===== config.mk =====
export PLATFORM = sky130hd
export DESIGN_NAME = load_store_unit
export DESIGN_NICKNAME = d
export VERILOG_FILES = /design/src/rtl/riscv_defs.sv /design/src/rtl/load_store_unit_align.sv /design/src/rtl/load_store_unit.sv
export SDC_FILE = /design/constraint.sdc
export NUM_CORES = 1
export LEC_CHECK = 0
export BUFFER_PORTS_ARGS = -buffer_cell sky130_fd_sc_hd__buf_2
export CORE_ASPECT_RATIO = 0.8
export CORE_MARGIN = 2
export CORE_UTILIZATION = 30
export DETAILED_ROUTE_END_ITERATION = 8
export PLACE_DENSITY = 0.53
export RECOVER_POWER = 50
export SYNTH_ARGS = -nofsm -noshare
export SYNTH_HDL_FRONTEND = slang
export SYNTH_HIERARCHICAL = 1
export SYNTH_SLANG_ARGS = --single-unit

===== constraint.sdc =====
create_clock -name clk -period 3.7 [get_ports clk]
set_clock_uncertainty 0.1 [all_clocks]
set_input_delay 0.555 -clock clk [delete_from_list [all_inputs] [get_ports clk]]
set_output_delay 0.555 -clock clk [all_outputs]
set_load 0.01 [all_outputs]

===== src/rtl/riscv_defs.sv =====
// Shared RV32 definitions: funct3 size codes, opcodes and LSU state encoding.
// Also holds the access classification helpers used by the load/store unit.
package riscv_defs;

  localparam logic [2:0] F3_B  = 3'b000;
  localparam logic [2:0] F3_H  = 3'b001;
  localparam logic [2:0] F3_W  = 3'b010;
  localparam logic [2:0] F3_BU = 3'b100;
  localparam logic [2:0] F3_HU = 3'b101;

  localparam logic [6:0] OP_LOAD  = 7'b0000011;
  localparam logic [6:0] OP_STORE = 7'b0100011;

  typedef enum logic [1:0] {
    LSU_IDLE = 2'd0,
    LSU_REQ  = 2'd1,
    LSU_RESP = 2'd2
  } lsu_state_e;

  function automatic logic f3_legal(input logic is_store, input logic [2:0] f3);
    if (is_store) return (f3 == F3_B) || (f3 == F3_H) || (f3 == F3_W);
    return (f3 == F3_B) || (f3 == F3_H) || (f3 == F3_W) || (f3 == F3_BU) || (f3 == F3_HU);
  endfunction

  // Size lives in funct3[1:0]; signedness in funct3[2] does not affect alignment.
  function automatic logic f3_misaligned(input logic [2:0] f3, input logic [1:0] off);
    case (f3[1:0])
      2'b01:   return off[0];
      2'b10:   return off != 2'b00;
      default: return 1'b0;
    endcase
  endfunction

endpackage


===== src/rtl/load_store_unit_align.sv =====
// Combinational lane steering: store strobes/replicated data, and load
// byte/halfword selection with sign or zero extension.
module lsu_align
  import riscv_defs::*;
(
  input  logic        is_store,
  input  logic [2:0]  st_f3,
  input  logic [1:0]  st_off,
  input  logic [31:0] st_data,
  output logic [3:0]  wstrb,
  output logic [31:0] wdata,
  input  logic [2:0]  ld_f3,
  input  logic [1:0]  ld_off,
  input  logic [31:0] rdata,
  output logic [31:0] ld_data
);

  logic [7:0]  ld_byte;
  logic [15:0] ld_half;

  always_comb begin
    wstrb = 4'b0000;
    wdata = 32'd0;
    if (is_store) begin
      case (st_f3)
        F3_B: begin
          wstrb = 4'b0001 << st_off;
          wdata = {4{st_data[7:0]}};
        end
        F3_H: begin
          wstrb = st_off[1] ? 4'b1100 : 4'b0011;
          wdata = {2{st_data[15:0]}};
        end
        F3_W: begin
          wstrb = 4'b1111;
          wdata = st_data;
        end
        default: ;
      endcase
    end
  end

  always_comb begin
    ld_byte = 8'd0;
    case (ld_off)
      2'd0: ld_byte = rdata[7:0];
      2'd1: ld_byte = rdata[15:8];
      2'd2: ld_byte = rdata[23:16];
      2'd3: ld_byte = rdata[31:24];
      default: ;
    endcase
    ld_half = ld_off[1] ? rdata[31:16] : rdata[15:0];
    case (ld_f3)
      F3_B:    ld_data = {{24{ld_byte[7]}}, ld_byte};
      F3_BU:   ld_data = {24'd0, ld_byte};
      F3_H:    ld_data = {{16{ld_half[15]}}, ld_half};
      F3_HU:   ld_data = {16'd0, ld_half};
      default: ld_data = rdata;
    endcase
  end

endmodule


===== src/rtl/load_store_unit.sv =====
// RV32 memory-access stage: classifies load/store, runs a req/ack transaction
// with timeout, and returns the extended load result.
module load_store_unit
  import riscv_defs::*;
#(
  parameter int ADDR_W  = 32,
  parameter int TIMEOUT = 16
) (
  input  logic              clk,
  input  logic              rst,
  input  logic              lsu_valid,
  input  logic              is_store,
  input  logic [2:0]        funct3,
  input  logic [ADDR_W-1:0] addr,
  input  logic [31:0]       store_data,
  output logic              stall,
  output logic              done,
  output logic [31:0]       load_data,
  output logic              misalign_err,
  output logic              illegal_err,
  output logic              bus_err,
  output logic              mem_req,
  output logic              mem_we,
  output logic [ADDR_W-1:0] mem_addr,
  output logic [3:0]        mem_wstrb,
  output logic [31:0]       mem_wdata,
  input  logic              mem_ack,
  input  logic [31:0]       mem_rdata
);

  localparam int CNT_W = (TIMEOUT > 2) ? $clog2(TIMEOUT) : 1;
  localparam logic [CNT_W-1:0] CNT_LAST = CNT_W'(TIMEOUT - 1);

  lsu_state_e       state;
  logic [CNT_W-1:0] cnt;
  logic [2:0]       lat_f3;
  logic [1:0]       lat_off;
  logic [3:0]       wstrb;
  logic [31:0]      wdata;
  logic [31:0]      ld_data;
  logic             legal, misal, accept;

  assign legal  = f3_legal(is_store, funct3);
  assign misal  = f3_misaligned(funct3, addr[1:0]);
  assign accept = (state == LSU_IDLE) && lsu_valid && legal && !misal;
  assign stall  = (state == LSU_REQ) || accept;

  lsu_align u_align (
    .is_store (is_store),
    .st_f3    (funct3),
    .st_off   (addr[1:0]),
    .st_data  (store_data),
    .wstrb    (wstrb),
    .wdata    (wdata),
    .ld_f3    (lat_f3),
    .ld_off   (lat_off),
    .rdata    (mem_rdata),
    .ld_data  (ld_data)
  );

  always_ff @(posedge clk or negedge rst) begin
    if (!rst) begin
      state        <= LSU_IDLE;
      cnt          <= '0;
      lat_f3       <= 3'd0;
      lat_off      <= 2'd0;
      done         <= 1'b0;
      load_data    <= 32'd0;
      misalign_err <= 1'b0;
      illegal_err  <= 1'b0;
      bus_err      <= 1'b0;
      mem_req      <= 1'b0;
      mem_we       <= 1'b0;
      mem_addr     <= '0;
      mem_wstrb    <= 4'd0;
      mem_wdata    <= 32'd0;
    end else begin
      done         <= 1'b0;
      misalign_err <= 1'b0;
      illegal_err  <= 1'b0;
      bus_err      <= 1'b0;
      case (state)
        LSU_IDLE: begin
          if (lsu_valid) begin
            // Illegal funct3 outranks misalignment; neither touches memory.
            if (!legal) illegal_err <= 1'b1;
            else if (misal) misalign_err <= 1'b1;
            else begin
              mem_req   <= 1'b1;
              mem_we    <= is_store;
              mem_addr  <= {addr[ADDR_W-1:2], 2'b00};
              mem_wstrb <= wstrb;
              mem_wdata <= wdata;
              lat_f3    <= funct3;
              lat_off   <= addr[1:0];
              cnt       <= '0;
              state     <= LSU_REQ;
            end
          end
        end
        LSU_REQ: begin
          if (mem_ack) begin
            mem_req <= 1'b0;
            done    <= 1'b1;
            state   <= LSU_RESP;
            if (!mem_we) load_data <= ld_data;
          end else if (cnt == CNT_LAST) begin
            mem_req <= 1'b0;
            bus_err <= 1'b1;
            state   <= LSU_IDLE;
          end else begin
            cnt <= cnt + 1'b1;
          end
        end
        LSU_RESP: state <= LSU_IDLE;
        default:  state <= LSU_IDLE;
      endcase
    end
  end

endmodule

**Word level (Yosys, flattened, before mapping)**

Cells that the tools add are included.

- Eq/ne operators: 20
- Multiplexer cells: 42
- Reductions and logical operators: 20
- Bitwise gates (word level): 2
- Shifts and indexed selects: 1
- Add/subtract/negate cells: 1

Operators by type and width:

| kind | count |
|---|---|
| $pmux W32 S4 | 1 |
| $pmux W32 S3 | 1 |
| $mux W32 | 1 |
| $pmux W8 S4 | 1 |
| $mux W4 | 7 |
| $mux W1 | 20 |
| $mux W16 | 1 |
| $eq A3 B3 Y1 const B | 4 |
| $pmux W4 S3 | 1 |
| $mux W2 | 5 |
| $ne A2 B2 Y1 const B | 5 |
| $pmux W4 S2 | 1 |
| $reduce_and A4 Y1 | 2 |
| $eq A2 B1 Y1 const B | 3 |
| $eq A2 B2 Y1 const B | 3 |
| $eq A3 B1 Y1 const B | 2 |
| $logic_not A3 Y1 | 2 |
| $reduce_and A6 Y1 | 1 |
| $logic_or A1 B1 Y1 | 5 |
| $reduce_and A5 Y1 | 1 |
| $add A4 B1 Y4 const B | 1 |
| $eq A4 B4 Y1 const B | 1 |
| $logic_not A2 Y1 | 2 |
| $pmux W1 S2 | 2 |
| 9 further kinds | 13 |

- Register bits: 115

**Longest topological paths before layout**

- Depth after elaboration: 9
- Depth in mapped cells: 8

**By module**

Netlist, hierarchy kept.

By module, submodules not included:

| module | seq. area each (um^2) | area each (um^2) | cells an instance | instances |
|---|---|---|---|---|
| load_store_unit | 2877.8 | 4476.8 | 275 | 1 |
| lsu_align | 0.0 | 1251.2 | 225 | 1 |

**Least setup slack after synthesis**

Ideal clock, no wire load.

- Path type: input-to-reg
- Start: input port funct3[0]
- End: register lat_f3[2]
- Stages: 8
- Path buffers: 2
- Path slack: 1.616 ns
- Data required time: 3.473 ns
- Arrival: 1.857 ns
- Library setup time: 0.127 ns
- Path through: inv_1 -> ha_1 -> nor2b_1 -> o311ai_4 -> nor2_4 -> buf_6 -> buf_6 -> mux2_1

- Longest elaborated chain between the ends: 7

Ends and longest elaborated chain:

| element | RTL line | text |
|---|---|---|
| start, declared | load_store_unit.sv:13 | `input logic [2:0] funct3,` |
| $eq A3 B1 Y1 or $logic_not A3 Y1 (tied branches) | riscv_defs.sv:21, riscv_defs.sv:22 |  |
| $logic_or A1 B1 Y1 (2 in series) | riscv_defs.sv:21, riscv_defs.sv:22 |  |
| $logic_or A1 B1 Y1 (2 in series) | riscv_defs.sv:22 | `return (f3 == F3_B) \|\| (f3 == F3_H) \|\| (f3 == F3_W) \|\| (f3 == F3_BU) \|\| (f3 == F3_HU);` |
| $mux W1 | riscv_defs.sv:22 |  |
| $reduce_and A4 Y1 (no line) * | -- |  |
| end signal, assigned | load_store_unit.sv:94 | `lat_f3 <= funct3;` |
| end, declared | load_store_unit.sv:36 | `logic [2:0] lat_f3;` |

Mark *: on every way between the ends. The rest lies on a longest branch, timed or not. The select of a mux whose other input is x is not followed.
A chain may end at the register's enable or synchronous reset.

**Worst setup path in the final report**

- Start: input port funct3[0]
- End: output port stall

- Longest elaborated chain between the ends: 9

Ends and longest elaborated chain:

| element | RTL line | text |
|---|---|---|
| $eq A3 B1 Y1 or $logic_not A3 Y1 (tied branches) | riscv_defs.sv:21, riscv_defs.sv:22 |  |
| $logic_or A1 B1 Y1 (2 in series) | riscv_defs.sv:21, riscv_defs.sv:22 |  |
| $logic_or A1 B1 Y1 (2 in series) | riscv_defs.sv:22 |  |
| $mux W1 | riscv_defs.sv:22 |  |
| $logic_and A1 B1 Y1 | load_store_unit.sv:45 | `assign accept = (state == LSU_IDLE) && lsu_valid && legal && !misal;` |
| $logic_and A1 B1 Y1 * | load_store_unit.sv:45 |  |
| $logic_or A1 B1 Y1 * | load_store_unit.sv:46 | `assign stall = (state == LSU_REQ) \|\| accept;` |
| end, declared | load_store_unit.sv:16 | `output logic stall,` |

Marked as above.

==> impl_results.html <==
<table>
<tr><th>Metric</th><th>Value</th></tr>
<tr><th colspan="2">Run status</th></tr>
<tr><td>Outcome</td><td>finished, final reports clean</td></tr>
<tr><th colspan="2">Hold path</th></tr>
<tr><td>Instance count along the most critical hold path</td><td>2</td></tr>
<tr><td>Worst Hold Class</td><td>in2reg</td></tr>
<tr><th colspan="2">Setup path</th></tr>
<tr><td>Cells on worst reg2reg path</td><td>4</td></tr>
<tr><td>Max Fanout on Critical Path</td><td>24</td></tr>
<tr><td>Type of the worst setup path</td><td>in2out</td></tr>
<tr><td>Capturing element type of the critical path</td><td>output port</td></tr>
<tr><td>Nature of the critical path startpoint</td><td>primary input</td></tr>
<tr><td>WP data arrival</td><td>~2.2 ns</td></tr>
<tr><td>Required time at the endpoint of the critical path</td><td>3.04 ns</td></tr>
<tr><th colspan="2">Timing</th></tr>
<tr><td>Final setup fails</td><td>0</td></tr>
<tr><td>Maximum clock rate</td><td>356 MHz</td></tr>
<tr><td>Min Tclk post-route</td><td>2.81 ns</td></tr>
<tr><td>Relative slew slack</td><td>3.83%</td></tr>
<tr><td>Measured slew at the worst slew-check pin</td><td>1.44 ns</td></tr>
<tr><td>Share of the cycle needed by the critical path after routing</td><td>approximately three quarters</td></tr>
<tr><td>Final Slew Violations</td><td>0</td></tr>
<tr><td>Unrepaired setup endpoints after global routing</td><td>false</td></tr>
<tr><td>Hold Vio Cnt, Final</td><td>0</td></tr>
<tr><td>Final sum of negative setup slack</td><td>0 ns</td></tr>
<tr><td>Post-route worst setup slack</td><td>0.892 ns</td></tr>
<tr><th colspan="2">Synth</th></tr>
<tr><td>Yosys warns</td><td>6</td></tr>
<tr><td>Sequential element share of the synthesized area</td><td>between 50 and 60%</td></tr>
<tr><td>Parity-gate share of the synthesized area counting xor and xnor cells</td><td>less than 1%</td></tr>
<tr><td>Post-synthesis instance total</td><td>500</td></tr>
<tr><td>Flops &amp; latches, synth</td><td>115</td></tr>
<tr><td>Synth Cell Area</td><td>0.00573 sq mm</td></tr>
<tr><td>Post-synth cell types</td><td>42</td></tr>
<tr><td>Fraction of the mapped netlist area in simple logic gates</td><td>11.0%</td></tr>
<tr><td>Avg Cell Area, Syn</td><td>approximately 11 sq um</td></tr>
<tr><td>Share of the synthesized area in compound gates (AO/OA/AOI/OAI)</td><td>a little over a tenth</td></tr>
<tr><td>Fraction of synthesized area in multiplexers</td><td>22.9%</td></tr>
<tr><td>Fraction of the mapped netlist area in adder cells</td><td>less than 1%</td></tr>
<tr><td>Dominant combinational cell family by area after synthesis</td><td>multiplexers</td></tr>
<tr><th colspan="2">GRT</th></tr>
<tr><td>Total global routing overflow</td><td>0</td></tr>
<tr><td>Global-route wire length before repair</td><td>24400 microns</td></tr>
<tr><td>Total routing usage reported by global routing</td><td>15.7%</td></tr>
<tr><td>Antenna violations before repair</td><td>1</td></tr>
<tr><td>Pin count of the biggest net entering global routing</td><td>63</td></tr>
<tr><td>Via count of the first global-routing pass</td><td>4720</td></tr>
<tr><th colspan="2">Place</th></tr>
<tr><td>Buffers added on ports</td><td>208</td></tr>
<tr><td>Gpl congestion</td><td>0.809</td></tr>
<tr><td>Place WS</td><td>between 1 and 1.5 ns</td></tr>
<tr><td>Standard cell area after detailed placement</td><td>~0.0069 sq mm</td></tr>
<tr><td>DPL Wire Length</td><td>11300 microns</td></tr>
<tr><th colspan="2">Clock tree</th></tr>
<tr><td>Clock tree from TritonCTS</td><td>done</td></tr>
<tr><td>Clock sink total</td><td>between 100 and 150</td></tr>
<tr><td>Post_cts resized</td><td>0</td></tr>
<tr><td>Deepest clock path buffer count</td><td>2</td></tr>
<tr><td>Total number of H-tree levels</td><td>4</td></tr>
<tr><td>Total of hold buffers inserted after clock tree synthesis</td><td>0</td></tr>
<tr><td>Worst-Skew Late Latency</td><td>0.41 ns</td></tr>
<tr><td>Count of buffers added by post-CTS timing repair for setup</td><td>0</td></tr>
<tr><td>Clock root cell</td><td>clkbuf_16</td></tr>
<tr><td>Number of CTS-inserted buffers</td><td>17</td></tr>
<tr><td>Clock-pin slew reported for the worst setup and hold paths after clock tree synthesis</td><td>~0.05 ns</td></tr>
<tr><th colspan="2">Power</th></tr>
<tr><td>Post-layout power</td><td>around 0.005 W</td></tr>
<tr><td>Pleak</td><td>between 3 and 4 nW</td></tr>
<tr><td>Clock share of power</td><td>34.2%</td></tr>
<tr><td>P_sw</td><td>0.00165 W</td></tr>
<tr><td>Max rail drop VDD</td><td>between 300 and 400 uV</td></tr>
<tr><td>Internal cell power</td><td>0.00348 W</td></tr>
<tr><td>Logic gate share of total power</td><td>28.4%</td></tr>
<tr><td>Switching share of power</td><td>32.2%</td></tr>
<tr><td>Power per Cell Area</td><td>683 mW/mm^2</td></tr>
<tr><td>Sequential Power Share</td><td>37.4%</td></tr>
<tr><th colspan="2">Floorplan</th></tr>
<tr><td>Number of placement rows</td><td>45</td></tr>
<tr><td>Horiz. Die Dim</td><td>around 160 microns</td></tr>
<tr><td>Total die area</td><td>between 0.02 and 0.025 sq mm</td></tr>
<tr><td>Die boundary height</td><td>about 130 microns</td></tr>
<tr><td>Core box area</td><td>0.0189 sq mm</td></tr>
<tr><td>Initial cell density of the core</td><td>30.4%</td></tr>
<tr><td>Count of pins on the block boundary</td><td>211</td></tr>
<tr><th colspan="2">Routing</th></tr>
<tr><td>DRC violation count after routing</td><td>0</td></tr>
<tr><td>Router iterations before antenna repair</td><td>4</td></tr>
<tr><td>Per-cell routed wire length</td><td>between 15 and 20 microns</td></tr>
<tr><td>Violation count after the first detailed-route iteration</td><td>between 200 and 250</td></tr>
<tr><td>DR vias/cell</td><td>approximately 4.7</td></tr>
<tr><td>Wire length reported by the detailed router</td><td>15500 microns</td></tr>
<tr><td>Vias post-DR</td><td>4578</td></tr>
<tr><td>Antenna Violating Nets Remaining</td><td>0</td></tr>
<tr><th colspan="2">Final layout</th></tr>
<tr><td>Register area</td><td>0.00288 sq mm</td></tr>
<tr><td>Layout filler cell count</td><td>1888</td></tr>
<tr><td>Fraction of final layout cells with drive strength greater than 1</td><td>around a third</td></tr>
<tr><td>Antenna Cells</td><td>0</td></tr>
<tr><td>Multi-input gate area</td><td>0.00261 sq mm</td></tr>
<tr><td>Most common cell after layout, fill and taps aside</td><td>buf_2</td></tr>
<tr><td>Most frequent cells in the layout</td><td>buf_2 (160), dfrtp_1 (115), mux2_1 (86)</td></tr>
<tr><td>Total Nets Final</td><td>811</td></tr>
<tr><td>Synthesis-to-layout area growth</td><td>31.1%</td></tr>
<tr><td>Final std cell area, no fill</td><td>0.00751 sq mm</td></tr>
<tr><th colspan="2">Job</th></tr>
<tr><td>Number of maximum-capacitance violations</td><td>0</td></tr>
</table>
[cells in the mapped netlist, drive strengths merged]
master	n	area share [%]
ha	4	0.87
nor3b	2	0.35
o21bai	1	0.20
nor3	6	0.52
a22oi	4	0.52
a31oi	1	0.11
conb	1	0.065
nor4b	1	0.15
dfrtp	115	50
o31a	1	0.15
o311ai	1	0.46
a2bb2oi	16	2.4
o21ai	16	1.4
mux2	109	21
nand2b	2	0.22
and3	2	0.22
and2	10	1.1
inv	6	0.39
nand2	51	3.3
buf	27	3.5
a21o	4	0.52
a21oi	43	3.8
o22a	1	0.15
xor2	1	0.15
o22ai	2	0.22
clkbuf	5	0.33
o211ai	1	0.37
nor2	35	2.6
a21boi	1	0.20
nor2b	21	2.3
mux2i	8	1.4
nand3	2	0.17
[logic make-up after synthesis]
logic type                 Yosys count
buffers and inverters               38
muxes                              117
AOI/OAI and AO/OA                   92
adders and majority gates            4
and+or+nand+nor                    132
DFF                                115
xor gates and xnor gates             1
other                                1
[worst max-delay path, cell delays in order]
cell	delay (ns)
clkbuf_1	0.09
buf_4	0.28
ha_1	0.28
nand2_1	0.07
a21boi_0	0.50
o21ai_0	0.20
buf_2	0.17
[registers in the layout (all words and copies together), names as in the netlist]
name	flops
bus_err	1
cnt	4
done	1
illegal_err	1
lat_f3	3
lat_off	2
load_data	32
mem_addr	30
mem_req	1
mem_wdata	32
mem_we	1
mem_wstrb	4
misalign_err	1
state	2
[power groups by stage]
stage	clock network, W	registers, W	logic [W]
finish	0.00175	0.00192	0.00146
CTS	0.00181	0.00192	0.00152
detailed placement	0	0.00194	0.00152
global route	0.00188	0.00198	0.00162
floorplan	0	0.00202	0.000773
global placement	0	0.00191	0.00150
[worst paths after layout]
path	start	end	slack (ns)
worst max register to register	lat_off[1]	load_data[18]	1.40
min in group asynchronous	rst	bus_err	0.36
worst min-delay path	addr[20]	mem_addr[20]	0.26
worst max-delay path	funct3[0]	stall	0.89
max in group asynchronous	rst	mem_addr[8]	2.12
worst min register to register	load_data[20]	load_data[20]	0.38
[layer usage]
metal | vias to the layer above | global-route usage, % | routed length, microns
li1 | 2156 | - | -
met1 | 2223 | 20.0 | 7040
met2 | 177 | 23.9 | 6880
met3 | 20 | 6.41 | 1330
met4 | 2 | 5.88 | 269
met5 | - | 0 | 13
[layout make-up]
cell class	instances	area share, %
inverters	6	0.300
clock buffers	21	6.26
flip-flops and latches	115	38.3
clock inverters	10	2.07
well taps	258	4.30
multi-input cells	348	34.8
repair buffers	215	13.9
[metrics by stage]
step | util, % | hold WS, ns | cells
after floorplan | - | 0.159 | 501
after global placement | 36.8 | 0.362 | 942
after detailed placement | 36.8 | 0.369 | 942
after CTS | 40.2 | 0.108 | 973
after global routing | 39.8 | 0.238 | 973
final | 39.8 | 0.258 | 973
Note: power is estimated with default switching activity, not from simulation.
